--- src/rtl/order_stage_sequencer.sv ---
// Main-control sequencer for the 18-bit Order Tank: digit/minor timing, Stage 1/Stage 2 gating,
// order clear and SCT advance. Define ORDER_STAGE_SINGLE_STEP_EN to add the single-step HOLD state.
module order_stage_sequencer #(
    parameter int WORD_WIDTH       = 18,
    parameter int TANK_WORDS       = 16,
    parameter int LONG_EXEC_MINORS = 4
) (
    input  logic       clk,
    input  logic       reset_neg,
    input  logic       start,
    input  logic       stop_req,
    input  logic [3:0] sct_pos,
    input  logic [3:0] opnd_pos,
    input  logic       opnd_valid,
    input  logic       long_op,
    input  logic       step,
    output logic [4:0] digit,
    output logic [3:0] minor,
    output logic       g12,
    output logic       g13,
    output logic       cu_gate_pos,
    output logic       order_clr,
    output logic       sct_inc,
    output logic       running
);

    if (WORD_WIDTH < 2 || WORD_WIDTH > 32) begin : g_bad_word_width
        $error("order_stage_sequencer: WORD_WIDTH must be in 2..32");
    end
    if (TANK_WORDS < 2 || TANK_WORDS > 16) begin : g_bad_tank_words
        $error("order_stage_sequencer: TANK_WORDS must be in 2..16");
    end
    if (LONG_EXEC_MINORS < 2 || LONG_EXEC_MINORS > 15) begin : g_bad_long_exec
        $error("order_stage_sequencer: LONG_EXEC_MINORS must be in 2..15");
    end

    localparam logic [4:0] DIGIT_LAST = 5'(WORD_WIDTH - 1);
    localparam logic [3:0] MINOR_LAST = 4'(TANK_WORDS - 1);
    localparam logic [3:0] EXEC_LONG  = 4'(LONG_EXEC_MINORS);

    typedef enum logic [2:0] {
        ST_IDLE    = 3'd0,
        ST_S1_WAIT = 3'd1,
        ST_S1_XFER = 3'd2,
        ST_S2_WAIT = 3'd3,
        ST_S2_EXEC = 3'd4,
        ST_CLEAR   = 3'd5
`ifdef ORDER_STAGE_SINGLE_STEP_EN
        , ST_HOLD  = 3'd6
`endif
    } state_t;

    logic [4:0] r_digit;
    logic [3:0] r_minor;
    state_t     r_state;
    logic       r_stop;
    logic [3:0] r_exec;

    logic       w_boundary;
    logic [3:0] w_nxt_minor;
    logic [4:0] w_digit_next;
    logic [3:0] w_minor_next;
    state_t     w_state_next;
    logic       w_stop_next;
    logic [3:0] w_exec_next;

`ifdef ORDER_STAGE_SINGLE_STEP_EN
    logic       r_step;
    logic       w_step_next;
`else
    logic       w_unused_step;
    assign w_unused_step = step;
`endif

    assign w_boundary   = (r_digit == DIGIT_LAST);
    assign w_nxt_minor  = (r_minor == MINOR_LAST) ? 4'd0 : r_minor + 4'd1;
    assign w_digit_next = w_boundary ? 5'd0 : r_digit + 5'd1;
    assign w_minor_next = w_boundary ? w_nxt_minor : r_minor;

    always_comb begin
        w_state_next = r_state;
        w_exec_next  = r_exec;
        w_stop_next  = r_stop;
`ifdef ORDER_STAGE_SINGLE_STEP_EN
        w_step_next  = r_step;
`endif
        // A stop only takes effect once the current order has been cleared.
        if (r_state != ST_IDLE && stop_req)
            w_stop_next = 1'b1;

        case (r_state)
            ST_IDLE: begin
                if (start)
                    w_state_next = ST_S1_WAIT;
            end
            ST_S1_WAIT: begin
                if (w_boundary && w_nxt_minor == sct_pos)
                    w_state_next = ST_S1_XFER;
            end
            ST_S1_XFER: begin
                if (w_boundary)
                    w_state_next = ST_S2_WAIT;
            end
            ST_S2_WAIT: begin
                if (w_boundary && opnd_valid && w_nxt_minor == opnd_pos) begin
                    w_state_next = ST_S2_EXEC;
                    w_exec_next  = long_op ? EXEC_LONG : 4'd1;
                end
            end
            ST_S2_EXEC: begin
                if (w_boundary) begin
                    if (r_exec == 4'd1) begin
                        w_state_next = ST_CLEAR;
                        w_exec_next  = 4'd0;
                    end else begin
                        w_exec_next  = r_exec - 4'd1;
                    end
                end
            end
            ST_CLEAR: begin
                if (w_boundary) begin
                    if (r_stop || stop_req) begin
                        w_state_next = ST_IDLE;
                        w_stop_next  = 1'b0;
                    end else begin
`ifdef ORDER_STAGE_SINGLE_STEP_EN
                        w_state_next = ST_HOLD;
`else
                        w_state_next = ST_S1_WAIT;
`endif
                    end
                end
            end
`ifdef ORDER_STAGE_SINGLE_STEP_EN
            ST_HOLD: begin
                w_step_next = r_step || step;
                if (w_boundary) begin
                    if (r_stop || stop_req) begin
                        w_state_next = ST_IDLE;
                        w_stop_next  = 1'b0;
                        w_step_next  = 1'b0;
                    end else if (r_step || step) begin
                        w_state_next = ST_S1_WAIT;
                        w_step_next  = 1'b0;
                    end
                end
            end
`endif
            default: begin
                w_state_next = ST_IDLE;
            end
        endcase
    end

    // Outputs are decoded from the next state so they change on the same edge as the state.
    always_ff @(posedge clk or negedge reset_neg) begin
        if (!reset_neg) begin
            r_digit     <= 5'd0;
            r_minor     <= 4'd0;
            r_state     <= ST_IDLE;
            r_stop      <= 1'b0;
            r_exec      <= 4'd0;
`ifdef ORDER_STAGE_SINGLE_STEP_EN
            r_step      <= 1'b0;
`endif
            g12         <= 1'b0;
            g13         <= 1'b0;
            cu_gate_pos <= 1'b0;
            order_clr   <= 1'b0;
            sct_inc     <= 1'b0;
            running     <= 1'b0;
        end else begin
            r_digit     <= w_digit_next;
            r_minor     <= w_minor_next;
            r_state     <= w_state_next;
            r_stop      <= w_stop_next;
            r_exec      <= w_exec_next;
`ifdef ORDER_STAGE_SINGLE_STEP_EN
            r_step      <= w_step_next;
`endif
            g12         <= (w_state_next == ST_S1_WAIT) || (w_state_next == ST_S1_XFER);
            g13         <= (w_state_next == ST_S2_WAIT) || (w_state_next == ST_S2_EXEC) ||
                           (w_state_next == ST_CLEAR);
            cu_gate_pos <= (w_state_next == ST_S1_XFER) || (w_state_next == ST_S2_EXEC);
            order_clr   <= (w_state_next == ST_CLEAR);
            sct_inc     <= (w_state_next == ST_CLEAR) && (w_digit_next == DIGIT_LAST);
            running     <= (w_state_next != ST_IDLE);
        end
    end

    assign digit = r_digit;
    assign minor = r_minor;

endmodule

--- config.mk ---
export PLATFORM = sky130hd
export DESIGN_NAME = order_stage_sequencer
export DESIGN_NICKNAME = d
export VERILOG_FILES = /design/src/rtl/order_stage_sequencer.sv
export SDC_FILE = /design/constraint.sdc
export NUM_CORES = 1
export LEC_CHECK = 0
export CAP_MARGIN = 10
export CELL_PAD_IN_SITES_DETAIL_PLACEMENT = 1
export CELL_PAD_IN_SITES_GLOBAL_PLACEMENT = 2
export CORE_MARGIN = 3
export CORE_UTILIZATION = 33
export DETAILED_ROUTE_END_ITERATION = 12
export PLACE_DENSITY = 0.87
export RECOVER_POWER = 100
export SLEW_MARGIN = 30
export SYNTH_ARGS = -nofsm -noshare
export SYNTH_HDL_FRONTEND = slang
export SYNTH_SLANG_ARGS = --single-unit
--- constraint.sdc ---
create_clock -name clk -period 3.45 [get_ports clk]
set_input_delay 0.5175 -clock clk [delete_from_list [all_inputs] [get_ports clk]]
set_output_delay 0.5175 -clock clk [all_outputs]
set_load 0.02 [all_outputs]
=== After elaboration in Yosys (flattened, before gate mapping) ===
Index checks and enable logic that the tools add are counted.

* Bits in read-only memories: 0
* Bits in latches: 0
* Register bits: 23
* Memories kept: 0
* Logic and storage cells: 67
* Output and inout bits: 15
* Bits in writable memories: 0

* Order comparisons: 0
* Bitwise gates (word level): 0
* Reduce and logical (&&, ||, !) cells: 15
* Add/subtract/negate cells: 3
* Mux-type cells: 20
* Shift-type cells: 0
* Equal/unequal tests: 18
* Div/mod/pow operators: 0
* Multipliers: 0

{| class="wikitable"
|+ Operator list
! cell !! number
|-
| $mux 3 || 8
|-
| $pmux 3 s6 || 1
|-
| $mux 4 || 4
|-
| $eq 3x2->1 const B || 4
|-
| $eq 3x3->1 const B || 4
|-
| $eq 5x5->1 const B || 2
|-
| $eq 4x4->1 || 2
|-
| $pmux 4 s2 || 1
|-
| $eq 3x1->1 const B || 2
|-
| $reduce_bool 3->1 || 2
|-
| $add 5x1->5 const B || 1
|-
| $logic_and 1x1->1 || 5
|-
| $logic_or 1x1->1 || 5
|-
| $mux 1 || 5
|-
| $mux 5 || 1
|-
| $add 4x1->4 const B || 1
|-
| $eq 4x1->1 const B || 1
|-
| $eq 4x4->1 const B || 1
|-
| $ne 2x2->1 const B || 2
|-
| $sub 4x1->4 const B || 1
|-
| $logic_not 3->1 || 1
|-
| $reduce_and 3->1 || 1
|-
| $reduce_bool 2->1 || 1
|}

=== Longest topological paths before layout ===
* Depth in word-level cells: 9
* Mapped depth: 10

=== Worst setup path after synthesis ===
OpenSTA, ideal clock, no wires.

* Path kind: reg2reg
* Start point: reg r_minor[0] (netlist: minor[0])
* End point: reg r_exec[0]
* Setup time: 126 ps
* Arrival time: 2055 ps
* Clock period less this slack: 2181 ps
* Path buffers: 1
* Data required time: 3324 ps
* Stages on the path, launching flop included: 9
* Setup slack: 1269 ps
* Cells stage by stage: dfrtp_1 ha_1 buf_2 xor3_1 o22ai_2 nand3_2 nor3_4 nor2_1 a221o_1

* Word-level cells in the longest chain between the ends: 6

{| class="wikitable"
|+ RTL lines
! what !! line !! RTL
|-
| from (decl) || 54 || <nowiki>logic [3:0] r_minor;</nowiki>
|-
| from (signal assigned) || 174 || <nowiki>r_minor <= w_minor_next;</nowiki>
|-
| $add 4x1->4 / $eq 4x4->1 (equally long branches) || 76 || <nowiki>assign w_nxt_minor = (r_minor == MINOR_LAST) ? 4'd0 : r_minor + 4'd1;</nowiki>
|-
| $mux 4 (*) || 76 ||
|-
| $eq 4x4->1 (*) || 105 || <nowiki>if (w_boundary && opnd_valid && w_nxt_minor == opnd_pos) begin</nowiki>
|-
| $logic_and 1x1->1 (*) || 105 ||
|-
| $ne 2x2->1 (no line) (*) || - ||
|-
| $reduce_and 3->1 (no line) (*) || - ||
|-
| to (signal assigned) || 177 || <nowiki>r_exec <= w_exec_next;</nowiki>
|-
| to (decl) || 57 || <nowiki>logic [3:0] r_exec;</nowiki>
|}

Every way passes the cells marked *; elsewhere a longest branch is shown, timed or not.
A chain may end at the register's enable or synchronous reset.

=== Worst setup path in the final report ===
* Start point: reg r_digit[1] (netlist: digit[1])
* End point: reg r_exec[0]

* Word-level cells in the longest chain between the ends: 5

{| class="wikitable"
|+ RTL lines
! what !! line !! RTL
|-
| from (decl) || 53 || <nowiki>logic [4:0] r_digit;</nowiki>
|-
| from (signal assigned) || 173 || <nowiki>r_digit <= w_digit_next;</nowiki>
|-
| $eq 5x5->1 (*) || 75 || <nowiki>assign w_boundary = (r_digit == DIGIT_LAST);</nowiki>
|-
| $logic_and 1x1->1 (2 in series) || 105 ||
|-
| $ne 2x2->1 (no line) || - ||
|-
| $reduce_and 3->1 (no line) (*) || - ||
|}

Marked as above.

==> results.ini <==
[setup_path]
end_kind = register
r2r.worst_path.cells = 9
cp_max_fo = 13
worstPathArrival_ns = 2.90
critPathRequiredTime_ns = 3.60
cp_top_family = simple AND/OR/NAND/NOR gates
path_cells = inv_1 > ha_1 > nor4bb_1 > buf_4 > and3_1 > nand3_1 > nor3_4 > nor2_1 > a221o_1
path_buf_inv = 2
rrSetupSlack_ns = 0.70
crit_path_top_delay_cell = nor4bb_1
critPathKind = register to register
crit_path_start_kind = register
crit_cells = 9
slowest_delay_ns = 0.60

[place]
port_buffers = 28
gp_congestion = 0.771
dpl-instance-area_sq_um = 1690
hpwl_microns = 2600

[detailed_routing]
drtIter0Drc = 91
drt_pass1_iterations = 4
num_vias = 1146
ant_nets = 0
routed_wl_microns = 3320
drc = 0
via_per_inst = 5.43
wl_per_cell_microns = 15.8

[sta]
final_max_slew_viol_count = 0
finalCritPeriodShare = 0.799
setup_viol = 0
worst_pin_slew_ns = 1.21
setup_tns_ns = 0
report.final.hold_viol_count = 0
rsz0062_at_grt = no
min_period_ns = 2.75
clock_skew_ns = 0.00567
relSlewSlack = 0.191
fmax_ghz = 0.363

[worst_hold_path]
hold_class = input pin to asynchronous set/reset pin

[synthesis]
syn_avg_cell_area_sq_um = 10.1
ys_seq_area_frac = 0.418
netlist-cell-type-count = 46
postSynthCellCount = 136
syn_area_sq_um = 1380
syn-num-nets = 156
ys_seq_elements = 23
synth_warnings = 0

[clock_tree]
cts_resized = 0
clock_path_buffers = 2
cts_setup_buffers = 0
cts_made_buffers = 3
hold_buffers = 0
cts_sinks = 23
ctsRootBufferMaster = clkbuf_8
clk_latency_ns = 0.27
clk_transition_reported_paths_ns = 0.09
cts_tree = built
htreeDepth = 1

[die]
chipWidth_microns = 70.6
dieArea_sq_um = 4980
rows = 22
ioPinCount = 30
die_h_microns = 70.6
design.core.area_sq_um = 3830
start_util = 0.360

[grt]
overflow = 0
grt_max_degree = 24
first_global_vias = 1226
grt_pass1_wl_microns = 5750
antenna_found_initial = 0
track_usage = 0.144

[finish]
fin_nets = 184
diodes = 0
design_area_sq_um = 1720
area_growth_pct = 25.0
fill_cells = 433
drive_above_1_share = 0.0982

[pwr]
p_per_area_nw_per_um2 = 359
power_uw = 617
p_int_uw = 435
switching_share = 0.294
p_switching_uw = 182
p_clk_frac = 0.276
power_frac_seq = 0.505
p_leak_nw = 0.726
peakVddDrop_mv = 0.181
p_comb_frac = 0.219

[status]
status = completed

[run]
drv_cap = 0

## area by class of cell
| class | instances | area, sq um | share of cell area |
|---|---|---|---|
| well taps | 48 | 60.1 | 0.0349 |
| clock buffers | 3 | 41.3 | 0.0240 |
| multi-input cells | 97 | 717 | 0.417 |
| inverters | 10 | 37.5 | 0.0218 |
| clock inverters | 1 | 7.51 | 0.00436 |
| repair buffers | 29 | 282 | 0.164 |
| flip-flops and latches | 23 | 576 | 0.335 |
## final timing paths
| check | startpoint | end |
|---|---|---|
| min | reset_neg | r_state[2]$_DFF_PN0_ |
| min reg2reg | r_stop$_DFF_PN0_ | r_stop$_DFF_PN0_ |
| min in group clk | r_stop$_DFF_PN0_ | r_stop$_DFF_PN0_ |
| max reg2reg | digit[1]$_DFF_PN0_ | r_exec[0]$_DFFE_PN0P_ |
| max in group asynchronous | reset_neg | r_state[0]$_DFF_PN0_ |
| max | digit[1]$_DFF_PN0_ | r_exec[0]$_DFFE_PN0P_ |
## power groups by stage
stage | registers (mW) | clock network [mW] | logic [mW]
floorplan | 0.320 | 0 | 0.0736
global placement | 0.313 | 0 | 0.140
detailed placement | 0.318 | 0 | 0.143
CTS | 0.312 | 0.175 | 0.144
global route | 0.316 | 0.192 | 0.146
finish | 0.311 | 0.171 | 0.135
## logic make-up after synthesis
kind of cell / synth area share
buffers and inverters: 0.0527
adders and majority gates: 0.0455
AOI/OAI and AO/OA: 0.160
and+or+nand+nor: 0.206
DFF: 0.418
muxes: 0.0309
xor gates and xnor gates: 0.0864
## metal layers
metal	GRT usage	share of wire
met1	0.179	0.45
met2	0.248	0.52
met3	0.0369	0.029
met4	0.0397	0.0075
met5	0	0
## stage by stage
stage,hold slack (ns),utilization,setup slack [ns],std cells
detailed placement,0.519,0.442,0.901,207
global placement,0.501,0.443,1.00,207
global route,0.561,0.450,0.443,211
finish,0.483,0.450,0.695,211
floorplan,0.222,-,1.27,136
CTS,0.228,0.455,0.872,211
## Yosys cell counts (all sizes together)
cell | count | area, sq um
or2 | 2 | 12.5
o21bai | 1 | 7.51
clkbuf | 2 | 8.75
and4 | 1 | 8.76
a32o | 1 | 10.0
nor3 | 4 | 31.3
o2111a | 1 | 11.3
a221o | 1 | 10.0
or3b | 3 | 26.3
o311a | 1 | 10.0
a21oi | 6 | 30.0
o22a | 1 | 8.76
a2bb2oi | 1 | 8.76
nand2b | 5 | 31.3
nor2 | 11 | 41.3
inv | 10 | 37.5
xnor2 | 7 | 61.3
o22ai | 3 | 25.0
mux2i | 2 | 20.0
o41ai | 1 | 8.76
a21o | 2 | 15.0
nand3 | 5 | 30.0
o21ai | 2 | 10.0
nand2 | 8 | 30.0
o2bb2ai | 1 | 8.76
nor2b | 1 | 6.26
nor4bb | 1 | 10.0
a31oi | 5 | 46.3
xor3 | 1 | 23.8
ha | 5 | 62.6
dfrtp | 23 | 576
and3 | 1 | 6.26
buf | 4 | 26.3
o211a | 1 | 10.0
mux2 | 2 | 22.5
nand4 | 3 | 18.8
nor4 | 4 | 31.3
xor2 | 3 | 33.8
## worst reg2reg max path, cell delays in order, from the launching register on
cell	delay, ns
dfrtp_1	0.42
inv_1	0.07
ha_1	0.16
nor4bb_1	0.60
buf_4	0.33
and3_1	0.19
nand3_1	0.13
nor3_4	0.32
nor2_1	0.11
a221o_1	0.32
## flip-flops by register name, indices dropped and copies added, names as in the netlist
name         flops
r_stop           1
sct_inc          1
running          1
order_clr        1
g13              1
g12              1
digit            5
minor            4
r_state          3
cu_gate_pos      1
r_exec           4
## cells in the final DEF (no fill, tap or decap), types with 2 or more instances in the layout
master	count
dfrtp_1	23
dlygate4sd3_1	15
clkdlybuf4s50_1	12
nor2_1	11
inv_1	10
nand2_1	8
xnor2_1	7
a21oi_1	6
nand2b_1	5
nand3_1	5
ha_1	5
a31oi_1	4
nor4_1	4
nand4_1	3
nor3_1	3
or3b_2	3
clkbuf_8	3
xor2_1	2
a21o_1	2
or2_2	2
o21ai_0	2
mux2i_1	2
mux2_2	2
o22ai_1	2
No activity file was read; power rests on OpenSTA's default activity.
